### config.mk
export PLATFORM = sky130hd
export DESIGN_NAME = bp_cfg_param_reader
export DESIGN_NICKNAME = d
export VERILOG_FILES = /design/src/rtl/bp_common_aviary_pkg.sv /design/src/rtl/bp_cfg_field_mux.sv /design/src/rtl/bp_cfg_param_reader.sv
export SDC_FILE = /design/constraint.sdc
export NUM_CORES = 1
export LEC_CHECK = 0
export BUFFER_PORTS_ARGS = -buffer_cell sky130_fd_sc_hd__buf_2
export CORE_UTILIZATION = 30
export CTS_CLUSTER_SIZE = 24
export DETAILED_ROUTE_END_ITERATION = 8
export PLACE_DENSITY = 0.54
export SLEW_MARGIN = 25
export SYNTH_ARGS = -nofsm -noshare
export SYNTH_HDL_FRONTEND = slang
export SYNTH_SLANG_ARGS = --single-unit
### constraint.sdc
create_clock -name clk_i -period 2.6 [get_ports clk_i]
set_input_delay 0.39 -clock clk_i [delete_from_list [all_inputs] [get_ports clk_i]]
set_output_delay 0.39 -clock clk_i [all_outputs]
set_load 0.02 [all_outputs]
### src/rtl/bp_common_aviary_pkg.sv
// Processor configuration parameters: field enumeration, parameter struct and
// the table of named configurations served by the configuration reader.
package bp_common_aviary_pkg;

  localparam int bp_cfg_num_fields_gp = 41;

  typedef enum logic [1:0] {
    e_bp_single_core_cfg = 2'd0,
    e_bp_dual_core_cfg   = 2'd1
  } bp_cfg_e;

  localparam int bp_num_cfgs_gp = 2;

  typedef enum logic [5:0] {
    e_cc_x_dim, e_cc_y_dim, e_ic_y_dim, e_mc_y_dim, e_cac_x_dim, e_sac_x_dim,
    e_paddr_width, e_vaddr_width, e_asid_width, e_branch_metadata_fwd_width,
    e_btb_tag_width, e_btb_idx_width, e_bht_idx_width, e_ras_idx_width,
    e_itlb_els, e_dtlb_els, e_lce_sets, e_lce_assoc, e_cce_pc_width,
    e_cce_block_width, e_ucode, e_l2_en, e_l2_sets, e_l2_assoc,
    e_l2_outstanding_reqs, e_fe_queue_fifo_els, e_fe_cmd_fifo_els,
    e_async_coh_clk, e_coh_noc_max_credits, e_coh_noc_flit_width,
    e_coh_noc_cid_width, e_coh_noc_len_width, e_async_mem_clk,
    e_mem_noc_max_credits, e_mem_noc_flit_width, e_mem_noc_cid_width,
    e_mem_noc_len_width, e_async_io_clk, e_io_noc_max_credits,
    e_io_noc_flit_width, e_io_noc_len_width
  } bp_cfg_field_e;

  // Member order must match bp_cfg_field_e; the field mux relies on it.
  typedef struct packed {
    logic [31:0] cc_x_dim, cc_y_dim, ic_y_dim, mc_y_dim, cac_x_dim, sac_x_dim;
    logic [31:0] paddr_width, vaddr_width, asid_width, branch_metadata_fwd_width;
    logic [31:0] btb_tag_width, btb_idx_width, bht_idx_width, ras_idx_width;
    logic [31:0] itlb_els, dtlb_els, lce_sets, lce_assoc, cce_pc_width;
    logic [31:0] cce_block_width, ucode, l2_en, l2_sets, l2_assoc;
    logic [31:0] l2_outstanding_reqs, fe_queue_fifo_els, fe_cmd_fifo_els;
    logic [31:0] async_coh_clk, coh_noc_max_credits, coh_noc_flit_width;
    logic [31:0] coh_noc_cid_width, coh_noc_len_width, async_mem_clk;
    logic [31:0] mem_noc_max_credits, mem_noc_flit_width, mem_noc_cid_width;
    logic [31:0] mem_noc_len_width, async_io_clk, io_noc_max_credits;
    logic [31:0] io_noc_flit_width, io_noc_len_width;
  } bp_proc_param_s;

  localparam bp_proc_param_s bp_single_core_cfg_p = '{
    1, 1, 1, 0, 0, 0, 40, 39, 1, 37, 9, 6, 7, 2, 8, 8, 64, 8, 8, 512, 0,
    1, 128, 8, 8, 8, 4, 0, 8, 128, 1, 3, 0, 8, 64, 2, 4, 0, 16, 64, 4
  };

  localparam bp_proc_param_s bp_dual_core_cfg_p = '{
    2, 1, 1, 0, 0, 0, 40, 39, 1, 37, 9, 6, 7, 2, 8, 8, 64, 8, 8, 512, 0,
    1, 128, 8, 8, 8, 4, 0, 8, 128, 2, 3, 0, 8, 64, 2, 4, 0, 16, 64, 4
  };

  localparam bp_proc_param_s all_cfgs_gp [bp_num_cfgs_gp] = '{
    bp_single_core_cfg_p,
    bp_dual_core_cfg_p
  };

endpackage

### src/rtl/bp_cfg_field_mux.sv
// Combinational selector returning one 32-bit field of a parameter struct,
// flagging indices beyond the last defined field.
module bp_cfg_field_mux
  import bp_common_aviary_pkg::*;
(
  input  bp_proc_param_s params_i,
  input  bp_cfg_field_e  field_i,
  output logic [31:0]    data_o,
  output logic           err_o
);

  localparam logic [5:0] num_fields_lp = 6'(bp_cfg_num_fields_gp);

  // Ascending word order puts the first declared member at index 0.
  logic [0:bp_cfg_num_fields_gp-1][31:0] words;
  assign words = params_i;

  always_comb begin
    data_o = '0;
    err_o  = 1'b1;
    if (6'(field_i) < num_fields_lp) begin
      data_o = words[6'(field_i)];
      err_o  = 1'b0;
    end
  end

endmodule

### src/rtl/bp_cfg_param_reader.sv
// Serves configuration fields of all_cfgs_gp[cfg_p] either one at a time or
// as a back-to-back stream of every field, through a held response register.
module bp_cfg_param_reader
  import bp_common_aviary_pkg::*;
#(
  parameter bp_cfg_e cfg_p        = e_bp_single_core_cfg,
  parameter int      data_width_p = 64
) (
  input  logic                    clk_i,
  input  logic                    reset_n_i,
  input  logic                    req_v_i,
  output logic                    req_ready_o,
  input  logic                    req_dump_i,
  input  logic [5:0]              req_field_i,
  output logic                    resp_v_o,
  input  logic                    resp_yumi_i,
  output logic [data_width_p-1:0] resp_data_o,
  output logic [5:0]              resp_field_o,
  output logic                    resp_err_o,
  output logic                    resp_last_o
);

  localparam logic [1:0] e_idle   = 2'd0;
  localparam logic [1:0] e_single = 2'd1;
  localparam logic [1:0] e_dump   = 2'd2;

  localparam bp_proc_param_s params_lp     = all_cfgs_gp[cfg_p];
  localparam logic [5:0]     last_field_lp = 6'(bp_cfg_num_fields_gp - 1);

  logic [1:0]              state_q, state_d;
  logic [5:0]              cnt_q, cnt_d;
  logic                    ready_q, ready_d;
  logic                    resp_v_q, resp_v_d;
  logic [data_width_p-1:0] resp_data_q, resp_data_d;
  logic [5:0]              resp_field_q, resp_field_d;
  logic                    resp_err_q, resp_err_d;
  logic                    resp_last_q, resp_last_d;

  logic [5:0]  cnt_inc;
  logic [5:0]  mux_field;
  logic [31:0] mux_data;
  logic        mux_err;

  assign cnt_inc = cnt_q + 6'd1;
  // Idle looks up the incoming request; dump looks ahead to the next index.
  assign mux_field = (state_q == e_idle) ? (req_dump_i ? 6'd0 : req_field_i) : cnt_inc;

  bp_cfg_field_mux u_field_mux (
    .params_i (params_lp),
    .field_i  (bp_cfg_field_e'(mux_field)),
    .data_o   (mux_data),
    .err_o    (mux_err)
  );

  always_comb begin
    state_d      = state_q;
    cnt_d        = cnt_q;
    resp_v_d     = resp_v_q;
    resp_data_d  = resp_data_q;
    resp_field_d = resp_field_q;
    resp_err_d   = resp_err_q;
    resp_last_d  = resp_last_q;
    case (state_q)
      e_idle: begin
        if (req_v_i && ready_q) begin
          resp_v_d     = 1'b1;
          resp_data_d  = data_width_p'(mux_data);
          resp_field_d = mux_field;
          resp_err_d   = mux_err;
          if (req_dump_i) begin
            state_d     = e_dump;
            cnt_d       = 6'd0;
            resp_last_d = 1'b0;
          end else begin
            state_d     = e_single;
            resp_last_d = 1'b1;
          end
        end
      end
      e_single: begin
        if (resp_yumi_i) begin
          state_d  = e_idle;
          resp_v_d = 1'b0;
        end
      end
      e_dump: begin
        if (resp_yumi_i) begin
          if (cnt_q == last_field_lp) begin
            state_d  = e_idle;
            resp_v_d = 1'b0;
          end else begin
            cnt_d        = cnt_inc;
            resp_data_d  = data_width_p'(mux_data);
            resp_field_d = cnt_inc;
            resp_err_d   = mux_err;
            resp_last_d  = (cnt_inc == last_field_lp);
          end
        end
      end
      default: begin
        state_d  = e_idle;
        resp_v_d = 1'b0;
      end
    endcase
  end

  // Ready is registered so it stays low through reset and rises on the first edge after.
  assign ready_d = (state_d == e_idle);

  always_ff @(posedge clk_i or negedge reset_n_i) begin
    if (!reset_n_i) begin
      state_q      <= e_idle;
      cnt_q        <= '0;
      ready_q      <= 1'b0;
      resp_v_q     <= 1'b0;
      resp_data_q  <= '0;
      resp_field_q <= '0;
      resp_err_q   <= 1'b0;
      resp_last_q  <= 1'b0;
    end else begin
      state_q      <= state_d;
      cnt_q        <= cnt_d;
      ready_q      <= ready_d;
      resp_v_q     <= resp_v_d;
      resp_data_q  <= resp_data_d;
      resp_field_q <= resp_field_d;
      resp_err_q   <= resp_err_d;
      resp_last_q  <= resp_last_d;
    end
  end

  assign req_ready_o  = ready_q;
  assign resp_v_o     = resp_v_q;
  assign resp_data_o  = resp_data_q;
  assign resp_field_o = resp_field_q;
  assign resp_err_o   = resp_err_q;
  assign resp_last_o  = resp_last_q;

endmodule
==> results of run 1 <==
-- worst max-delay path, stage by stage (launching register included) --
cell and delay [ns]:
dfrtp_1 0.52, or2_1 0.47, a21boi_4 0.42, nor2_1 0.15, ha_1 0.24, a21oi_1 0.13, o21ai_0 0.11, a32o_1 0.28
-- path summary, 6_finish.rpt --
| check | slack [ns] | cells after the start | end | start |
|---|---|---|---|---|
| max | 0.19 | 7 | resp_data_o[2] | state_q[1] |
| min | 0.11 | 1 | resp_field_o[5] | reset_n_i |
| max reg2reg | 0.19 | 7 | resp_data_o[2] | state_q[1] |
| min reg2reg | 0.48 | 1 | resp_field_o[2] | resp_field_o[2] |
| max in group asynchronous | 2.08 | 1 | cnt_q[0] | reset_n_i |
| min in group clk_i | 0.48 | 1 | resp_field_o[2] | resp_field_o[2] |
-- metal layers --
| metal | up-vias | track usage, % | wire (um) |
|---|---|---|---|
| met3 | 4 | 2.596 | 216 |
| li1 | 960 | - | - |
| met5 | - | 0 | 0 |
| met4 | 0 | 2.249 | 46 |
| met1 | 965 | 17.92 | 2542 |
| met2 | 56 | 24.25 | 2771 |
-- logic make-up (layout without fill, tap and decap cells) --
logic type,after synthesis,in the layout,synth area share [%]
fa+ha+maj,4,4,2.088
compound gates,91,91,27.14
other cells,1,55,0.1564
flops,27,27,28.18
simple gates,76,76,17.28
buf+inv,81,51,22.96
xor+xnor,6,6,2.192
-- cell type report --
| cell class | instances | area (um2) |
|---|---|---|
| Inverter | 9 | 33.78 |
| Clock buffer | 3 | 41.29 |
| Multi-Input combinational cell | 232 | 1385 |
| Timing Repair Buffer | 38 | 212.7 |
| Clock inverter | 1 | 7.507 |
| Fill cell | 837 | 5244 |
| Tap cell | 102 | 127.6 |
| Sequential cell | 27 | 675.6 |
-- state kept, by name, indices dropped and copies added, names as in the netlist --
signal,count
resp_field_o,6
resp_data_o,9
cnt_q,6
resp_v_o,1
resp_last_o,1
resp_err_o,1
state_q,2
req_ready_o,1
-- power by group through the flow --
stage               combinational (mW)  sequential [mW]  clock (mW)
floorplan                         1.35            0.821           0
global placement                  1.79            0.756           0
detailed placement                1.80            0.754           0
CTS                               1.80            0.745       0.268
global route                      2.02            0.775       0.283
finish                            1.83            0.746       0.253
-- timing repair --
item	in CTS	in global routing
endpoints found under the setup margin	0	2
gates resized for setup	0	2
hold buffers	0	0
endpoints found under the hold margin	0	0
-- layout by cell type, fill, tap and decap left out, types with 3 or more instances in the layout --
cell type,instances
conb_1,55
buf_2,29
dfrtp_1,27
o21ai_0,25
nor2_1,19
nand2_1,17
a21oi_1,10
nand3_1,9
buf_4,9
inv_1,8
a32o_1,6
nor3_1,4
o21ai_1,4
a31oi_1,4
a21o_1,4
o211ai_1,4
ha_1,4
xnor2_1,3
o21ai_2,3
nor3b_1,3
nand4_1,3
a22o_1,3
xor2_1,3
o31ai_1,3
clkbuf_8,3
-- per-stage QoR --
| step | worst slack (ns) | area [um2] |
|---|---|---|
| 6_report | 0.1897 | 2484 |
| 5_1_grt | 0.002700 | 2484 |
| 4_1_cts | 0.1566 | 2472 |
| 3_5_place_dp | 0.1735 | 2424 |
| 3_3_place_gp | 0.1979 | 2424 |
| 2_1_floorplan | 0.4997 | 2600 |
==> metrics.cfg, run 1 <==
[run_status]
outcome=complete, no violations

[setup_path]
worstSetupEndpointType=flip-flop
critical_path.max_fanout=11
crit_arrival_ns=2.59
critPathRequiredTime_ns=2.78
crit_path_start_kind=flip-flop
crit_type=flip-flop to flip-flop

[floorplan]
design.die.area_um2=8352
die_h_um=91.39
io_pins=85
die_w_um=91.39
start_util_pct=31.02
core-area_um2=7727
row_count=32

[timing]
finalCritPeriodShare_pct=92.71
slew_viol_final=0
fin_setup_tns_ns=0
finClkSkew_ns=0.009237
period_needed_ns=2.410
rsz0062_at_grt=no
whs_ns=0.1073
timing.fmax_mhz=414.9
setup_viol=0
hold_violations=0
maxSlewHeadroom_pct=58.33
tightestPinTransition_ns=0.6251

[synthesis]
netlist_instances=286
syn_area_per_cell_um2=8.382
synth_largest_area_cell=dfrtp_1
synth_top_area_share_pct=28.18
yosys_warnings=0
async_reset_ff_share_pct=100.0
synth_common_cells=57 x buf_4, 27 x dfrtp_1, 25 x o21ai_0, 19 x nor2_1, 17 x nand2_1
yosysMostFrequentCell=buf_4
synth_seq_cells=27
synth_edf_count=0
synth_area_um2=2397
ys_seq_area_share_pct=28.18
synth_ff_type=dfrtp_1
synth_area_leaders=dfrtp_1 28%, buf_4 18%, o21ai_0 5.2%, nor2_1 3.0%, nand2_1 2.7%
synth.distinct_cells=62

[placed_design]
port_buffers=29
dpl.hpwl_um=4244
gp_congestion=0.8605
dp.cells=408

[grt]
grt_overflow=0
grt_max_degree=28
antenna_found_initial=0
grt.total_usage_pct=13.88
grt_pass1_vias=1849
grt_first_pass_wirelength_um=9370

[power_and_ir_drop]
irDropWorstVdd_mv=0.3816
switching_share_pct=53.26
combPwrFrac_pct=64.7
power_switching_mw=1.507
pwr-share-clk_pct=9.0
power_density_nw_per_um2=1139
pwr-share-seq_pct=26.4
power_mw=2.829
p_int_mw=1.322
power_leakage_nw=1.143

[layout]
diodes=0
fin_nets=326
drive_gt1_share_pct=19.68
final_cells=412
final_util_pct=32.14
syn2layout_area_growth_pct=3.601

[clock_network]
clkLatencyLatePin_ns=0.28
cts_max_path_buffers=2
cts_tree=done
cts_made_buffers=3
cts_sinks=27
postCtsSetupRepairBufs=0
clock-root-buffer=clkbuf_8
htreeDepth=1
path_clk_slew_ns=0.10

[detailed_routing]
wl_per_cell_um=13.53
drt-total-wl_um=5576
viasPerCell=4.818
ant_nets=0
drc=0
vias=1985
drtIter0Drc=108
drt-pass1-iter-count=4

[flow_run]
maxCapViolCount=0

[worst_hold_path]
hold_path_class=input pin to asynchronous set/reset pin

Note: power is estimated with default switching activity, not from simulation.
==> inputs of run 2 (changes only) <==
--- a/config.mk
+++ b/config.mk
@@ -5,11 +5,13 @@
 export SDC_FILE = /design/constraint.sdc
 export NUM_CORES = 1
 export LEC_CHECK = 0
+export ABC_AREA = 1
 export BUFFER_PORTS_ARGS = -buffer_cell sky130_fd_sc_hd__buf_2
 export CORE_UTILIZATION = 30
 export CTS_CLUSTER_SIZE = 24
 export DETAILED_ROUTE_END_ITERATION = 8
-export PLACE_DENSITY = 0.54
+export PLACE_DENSITY = 0.55
+export REMOVE_ABC_BUFFERS = 1
 export SLEW_MARGIN = 25
 export SYNTH_ARGS = -nofsm -noshare
 export SYNTH_HDL_FRONTEND = slang
==> run 2 against run 1 <==
Net effect: sequential cell count unchanged; utilization increased by 0.25 points; total power decreased by 25%; sequential share of layout area increased by 3.0 points.
==> metrics.cfg, run 2 <==
[run_status]
outcome=complete, no violations

[timing]
period_needed_ns=2.264
finClkSkew_ns=0.007303
timing.fmax_mhz=441.7
slew_viol_final=0
whs_ns=0.1191
hold_violations=0
setup_viol=0
setup_slack_ns=0.3358
maxSlewHeadroom_pct=59.28
fin_setup_tns_ns=0
finalCritPeriodShare_pct=87.08
tightestPinTransition_ns=0.6107
rsz0062_at_grt=no

[placed_design]
port_buffers=29
dpl.hpwl_um=3600
place_ws_ns=0.3459
gp_congestion=0.8731
dp.cells=421

[synthesis]
ys_seq_area_share_pct=30.89
syn_area_per_cell_um2=7.242
yosysMostFrequentCell=nand2_1
async_reset_ff_share_pct=100.0
synth_top_area_share_pct=30.89
synth_area_leaders=dfrtp_1 31%, buf_4 19%, nand2_1 16%, nand3_1 5.3%, inv_1 3.6%
synth_area_um2=2187
synth_largest_area_cell=dfrtp_1
synth_common_cells=91 x nand2_1, 55 x buf_4, 27 x dfrtp_1, 23 x nand3_1, 21 x inv_1
synth_edf_count=0
yosys_warnings=0
synth.distinct_cells=30
synth_seq_cells=27
netlist_instances=302
synth_ff_type=dfrtp_1

[clock_network]
cts_tree=done
ctsResizeCount=0
holdBufCountCts=0
clkLatencyLatePin_ns=0.27
clock-root-buffer=clkbuf_8
cts_max_path_buffers=2
cts_sinks=27
cts_made_buffers=3
htreeDepth=1
path_clk_slew_ns=0.10
postCtsSetupRepairBufs=0

[layout]
final_cell_mix=91 x nand2_1, 55 x conb_1, 29 x buf_2, 27 x dfrtp_1, 23 x nand3_1
final_cells=425
largest_register_ffs=9
syn2layout_area_growth_pct=2.289
final_util_pct=32.39
layout_commonest_cell=nand2_1
diodes=0
drive_gt1_share_pct=16.72
fin_nets=345
nFillCells=745

[detailed_routing]
drt-pass1-iter-count=4
drc=0
drt-total-wl_um=4614
drtIter0Drc=174
viasPerCell=4.318
wl_per_cell_um=10.86
vias=1835
ant_nets=0

[floorplan]
core-area_um2=6907
die_w_um=87.39
io_pins=85
start_util_pct=31.67
row_count=30
die_h_um=87.39
design.die.area_um2=7636

[setup_path]
crit_path_start_kind=flip-flop
crit_type=flip-flop to flip-flop
crit_arrival_ns=2.46
critical_path.max_fanout=20
worstSetupEndpointType=flip-flop
critPathRequiredTime_ns=2.80

[power_and_ir_drop]
irDropWorstVdd_mv=0.2134
power_density_nw_per_um2=947.6
power_leakage_nw=1.191

[grt]
grt.total_usage_pct=12.53
grt_overflow=0
grt_first_pass_wirelength_um=7534
grt_pass1_vias=1556
antenna_found_initial=0
grt_max_degree=28

[worst_hold_path]
hold_path_class=input pin to asynchronous set/reset pin

[flow_run]
maxCapViolCount=0

run 2: changes by cell type in the layout (fill, tap and decap cells not counted), moves of 4 or more:
| cell | delta |
|---|---|
| inv_1 | +13 |
| a31oi_1 | -4 |
| o21ai_2 | +4 |
| a32o_1 | -6 |
| o21ai_0 | -10 |
| nand2_2 | +6 |
| nand3_1 | +14 |
| a21o_1 | -4 |
| buf_4 | -9 |
| nand2_1 | +74 |
| a21oi_1 | -8 |
run 2: cells by family after synthesis:
| group | Yosys count | share of synthesized area (%) |
|---|---|---|
| AOI/OAI and AO/OA | 35 | 10.93 |
| xor gates and xnor gates | 1 | 0.4005 |
| adders and majority gates | 4 | 2.288 |
| buffers and inverters | 83 | 25.11 |
| DFF | 27 | 30.89 |
| other | 1 | 0.1715 |
| and+or+nand+nor | 151 | 30.21 |
run 2: per-stage QoR:
stage,area [um2],total power [mW]
2_1_floorplan,1927,1.550
3_3_place_gp,2192,1.888
3_5_place_dp,2192,1.885
4_1_cts,2237,2.133
5_1_grt,2237,2.318
6_report,2237,2.120
run 2: final timing paths:
| path | start | endpoint | slack, ns | depth (start not counted) |
|---|---|---|---|---|
| setup reg to reg | cnt_q[0] | cnt_q[2] | 0.34 | 9 |
| max in group asynchronous | reset_n_i | resp_data_o[5] | 2.08 | 1 |
| hold reg to reg | resp_field_o[3] | resp_field_o[3] | 0.49 | 2 |
| setup / recovery | cnt_q[0] | cnt_q[2] | 0.34 | 9 |
| hold / removal | reset_n_i | resp_data_o[1] | 0.12 | 1 |
| min in group clk_i | req_dump_i | state_q[0] | 0.42 | 2 |
run 2: area by class of cell:
class                      instances  area, um2  share of cell area, %
multi-input combinational        246       1165                  52.07
sequential                        27      675.6                  30.20
timing repair buffer              29      145.1                  6.488
tap                               96      120.1                  5.369
inverter                          23      86.33                  3.859
clock buffer                       4      45.04                  2.013
run 2: power by group:
| part | internal, mW | leakage [nW] | switching, mW | total [mW] |
|---|---|---|---|---|
| clock | 0.110 | 0.0228 | 0.134 | 0.244 |
| combinational | 0.341 | 0.817 | 0.894 | 1.23 |
| sequential | 0.560 | 0.351 | 0.0815 | 0.642 |
| total | 1.01 | 1.19 | 1.11 | 2.12 |
run 2: critical path, stage by stage, from the launching register on:
cell	delay, ns
dfrtp_1	0.42
inv_1	0.12
ha_1	0.21
nand3_1	0.13
nor2_1	0.09
nor3_4	0.42
inv_2	0.31
nor2_4	0.28
nand4_1	0.11
o21ai_0	0.09
run 2: routing by layer:
layer	routed length, um	track usage (%)	part of all wire [%]
met5	0	0	0
met4	75	4.173	1.6
met3	300	1.801	6.5
met2	2001	18.96	43
met1	2237	18.11	48
==> inputs of run 3 (changes only) <==
--- a/config.mk
+++ b/config.mk
@@ -12,6 +12,7 @@
 export DETAILED_ROUTE_END_ITERATION = 8
 export PLACE_DENSITY = 0.55
 export REMOVE_ABC_BUFFERS = 1
+export SETUP_SLACK_MARGIN = 0.5
 export SLEW_MARGIN = 25
 export SYNTH_ARGS = -nofsm -noshare
 export SYNTH_HDL_FRONTEND = slang
==> run 3 against run 2 <==
Net effect: clock power about the same; global-route usage about the same; first-iteration DRC count fell by 32%; via count rose by 0.38%; wire length increased by 1.5%; die area is the same; non-clock buffer count grew 2; total power rose by 1.7%.
==> metrics.cfg, run 3 (synthesis results as in run 2) <==
[placed_design]
place_ws_ns=0.3459
port_buffers=29
postPlaceCellArea_um2=2192
gp_congestion=0.8731
dpl.hpwl_um=3600

[grt]
grt_first_pass_wirelength_um=7555
grt.total_usage_pct=12.57
grt_pass1_vias=1566
grt_max_degree=28
grt_overflow=0
antenna_found_initial=0

[floorplan]
row_count=30
start_util_pct=31.67
die_h_um=87.39
design.die.area_um2=7636
io_pins=85
die_w_um=87.39
core-area_um2=6907

[timing]
timing.fmax_mhz=518.1
finClkSkew_ns=0.007145
slew_viol_final=0
maxSlewHeadroom_pct=59.31
hold_violations=0
setup_viol=0
rsz0062_at_grt=yes
finalCritPeriodShare_pct=74.23
fin_setup_tns_ns=0
whs_ns=0.1189
tightestPinTransition_ns=0.6104
period_needed_ns=1.930
setup_slack_ns=0.6699

[clock_network]
clkLatencyLatePin_ns=0.27
cts_tree=done
htreeDepth=1
cts_max_path_buffers=2
cts_sinks=27
cts_made_buffers=3
holdBufCountCts=0
path_clk_slew_ns=0.10
clock-root-buffer=clkbuf_8

[detailed_routing]
drt-total-wl_um=4684
ant_nets=0
drt-pass1-iter-count=4
viasPerCell=4.304
wl_per_cell_um=10.94
vias=1842
drc=0
drtIter0Drc=118

[power_and_ir_drop]
p_int_mw=1.032
irDropWorstVdd_mv=0.2231
combPwrFrac_pct=58.8
pwr-share-clk_pct=11.3
power_density_nw_per_um2=945.2
pwr-share-seq_pct=29.9
power_switching_mw=1.124
switching_share_pct=52.15
power_leakage_nw=1.203

[setup_path]
crit_arrival_ns=2.12
worstReg2RegStart=cnt_q[0]
worstSetupEndpointType=flip-flop
r2r_setup_slack_ns=0.67
reg2regPathDepth=10
crit_path_start_kind=flip-flop
critical_path.max_fanout=7
crit_type=flip-flop to flip-flop
critPathRequiredTime_ns=2.79
r2r_end=resp_data_o[7]

[layout]
final_cell_mix=88 x nand2_1, 55 x conb_1, 29 x buf_2, 27 x dfrtp_1, 23 x nand3_1
layout_commonest_cell=nand2_1
syn2layout_area_growth_pct=4.291
largest_register_ffs=9
fin_nets=348
diodes=0
design_area_um2=2281
drive_gt1_share_pct=19.58

[flow_run]
maxCapViolCount=0

[run_status]
outcome=complete, no violations

[worst_hold_path]
hold_path_class=input pin to asynchronous set/reset pin

run 3: cell count changes in the layout (fill, tap and decap cells not counted), sizes merged:
cell | previous run | this run
inv | 23 | 22
buf | 29 | 31
nor2 | 22 | 23
clkinvlp | 0 | 1
run 3: through the flow:
step,util (%),power (mW),instances
final,33.03,2.156,428
after global routing,33.03,2.360,428
after CTS,32.50,2.144,426
after detailed placement,31.74,1.885,421
after global placement,31.74,1.888,421
after floorplan,-,1.550,296
run 3: how the worst max path moves through the flow:
| stage | from | to | slack [ns] | cells after the start |
|---|---|---|---|---|
| 2_1_floorplan | cnt_q[0] | resp_data_o[2] | 0.85 | 11 |
| 3_3_place_gp | cnt_q[0] | cnt_q[2] | 0.37 | 9 |
| 3_5_place_dp | cnt_q[0] | cnt_q[2] | 0.35 | 9 |
| 4_1_cts | state_q[0] | resp_data_o[0] | 0.57 | 9 |
| 5_1_grt | cnt_q[4] | cnt_q[3] | 0.47 | 9 |
| 6_report | cnt_q[0] | resp_data_o[7] | 0.67 | 10 |
run 3: per-layer routing:
| metal | share of wire, % | up-vias | global-route usage [%] |
|---|---|---|---|
| met2 | 43 | 81 | 19.32 |
| li1 | - | 916 | - |
| met3 | 5.8 | 6 | 1.801 |
| met5 | 0 | - | 0 |
| met1 | 49 | 839 | 17.94 |
| met4 | 1.7 | 0 | 4.173 |
run 3: timing repair:
action                                 4_1_cts  5_1_grt
gates cloned                                 0        1
setup buffers                                1        1
setup endpoints to repair                    7       12
gates resized for setup                      0        8
endpoints found under the hold margin        0        0
pin swaps                                    1        1
run 3: power by group through the flow:
stage | clock (mW) | combinational (mW) | sequential [mW]
finish | 0.243 | 1.27 | 0.644
CTS | 0.254 | 1.25 | 0.643
detailed placement | 0 | 1.23 | 0.651
global route | 0.267 | 1.43 | 0.662
floorplan | 0 | 0.754 | 0.796
global placement | 0 | 1.24 | 0.647
run 3: final cells by class:
type | count | area (um2)
timing repair buffer | 31 | 160.2
inverter | 23 | 90.09
sequential | 27 | 675.6
tap | 96 | 120.1
clock buffer | 4 | 45.04
fill | 749 | 4626
multi-input combinational | 247 | 1190
run 3: critical path, stage by stage (launching register included):
cell	delay [ns]
dfrtp_1	0.43
inv_2	0.08
ha_1	0.20
nand3_1	0.13
nor2_1	0.10
nor3_4	0.24
buf_4	0.22
nand2_1	0.10
inv_1	0.11
nand2_1	0.08
o21ai_0	0.16
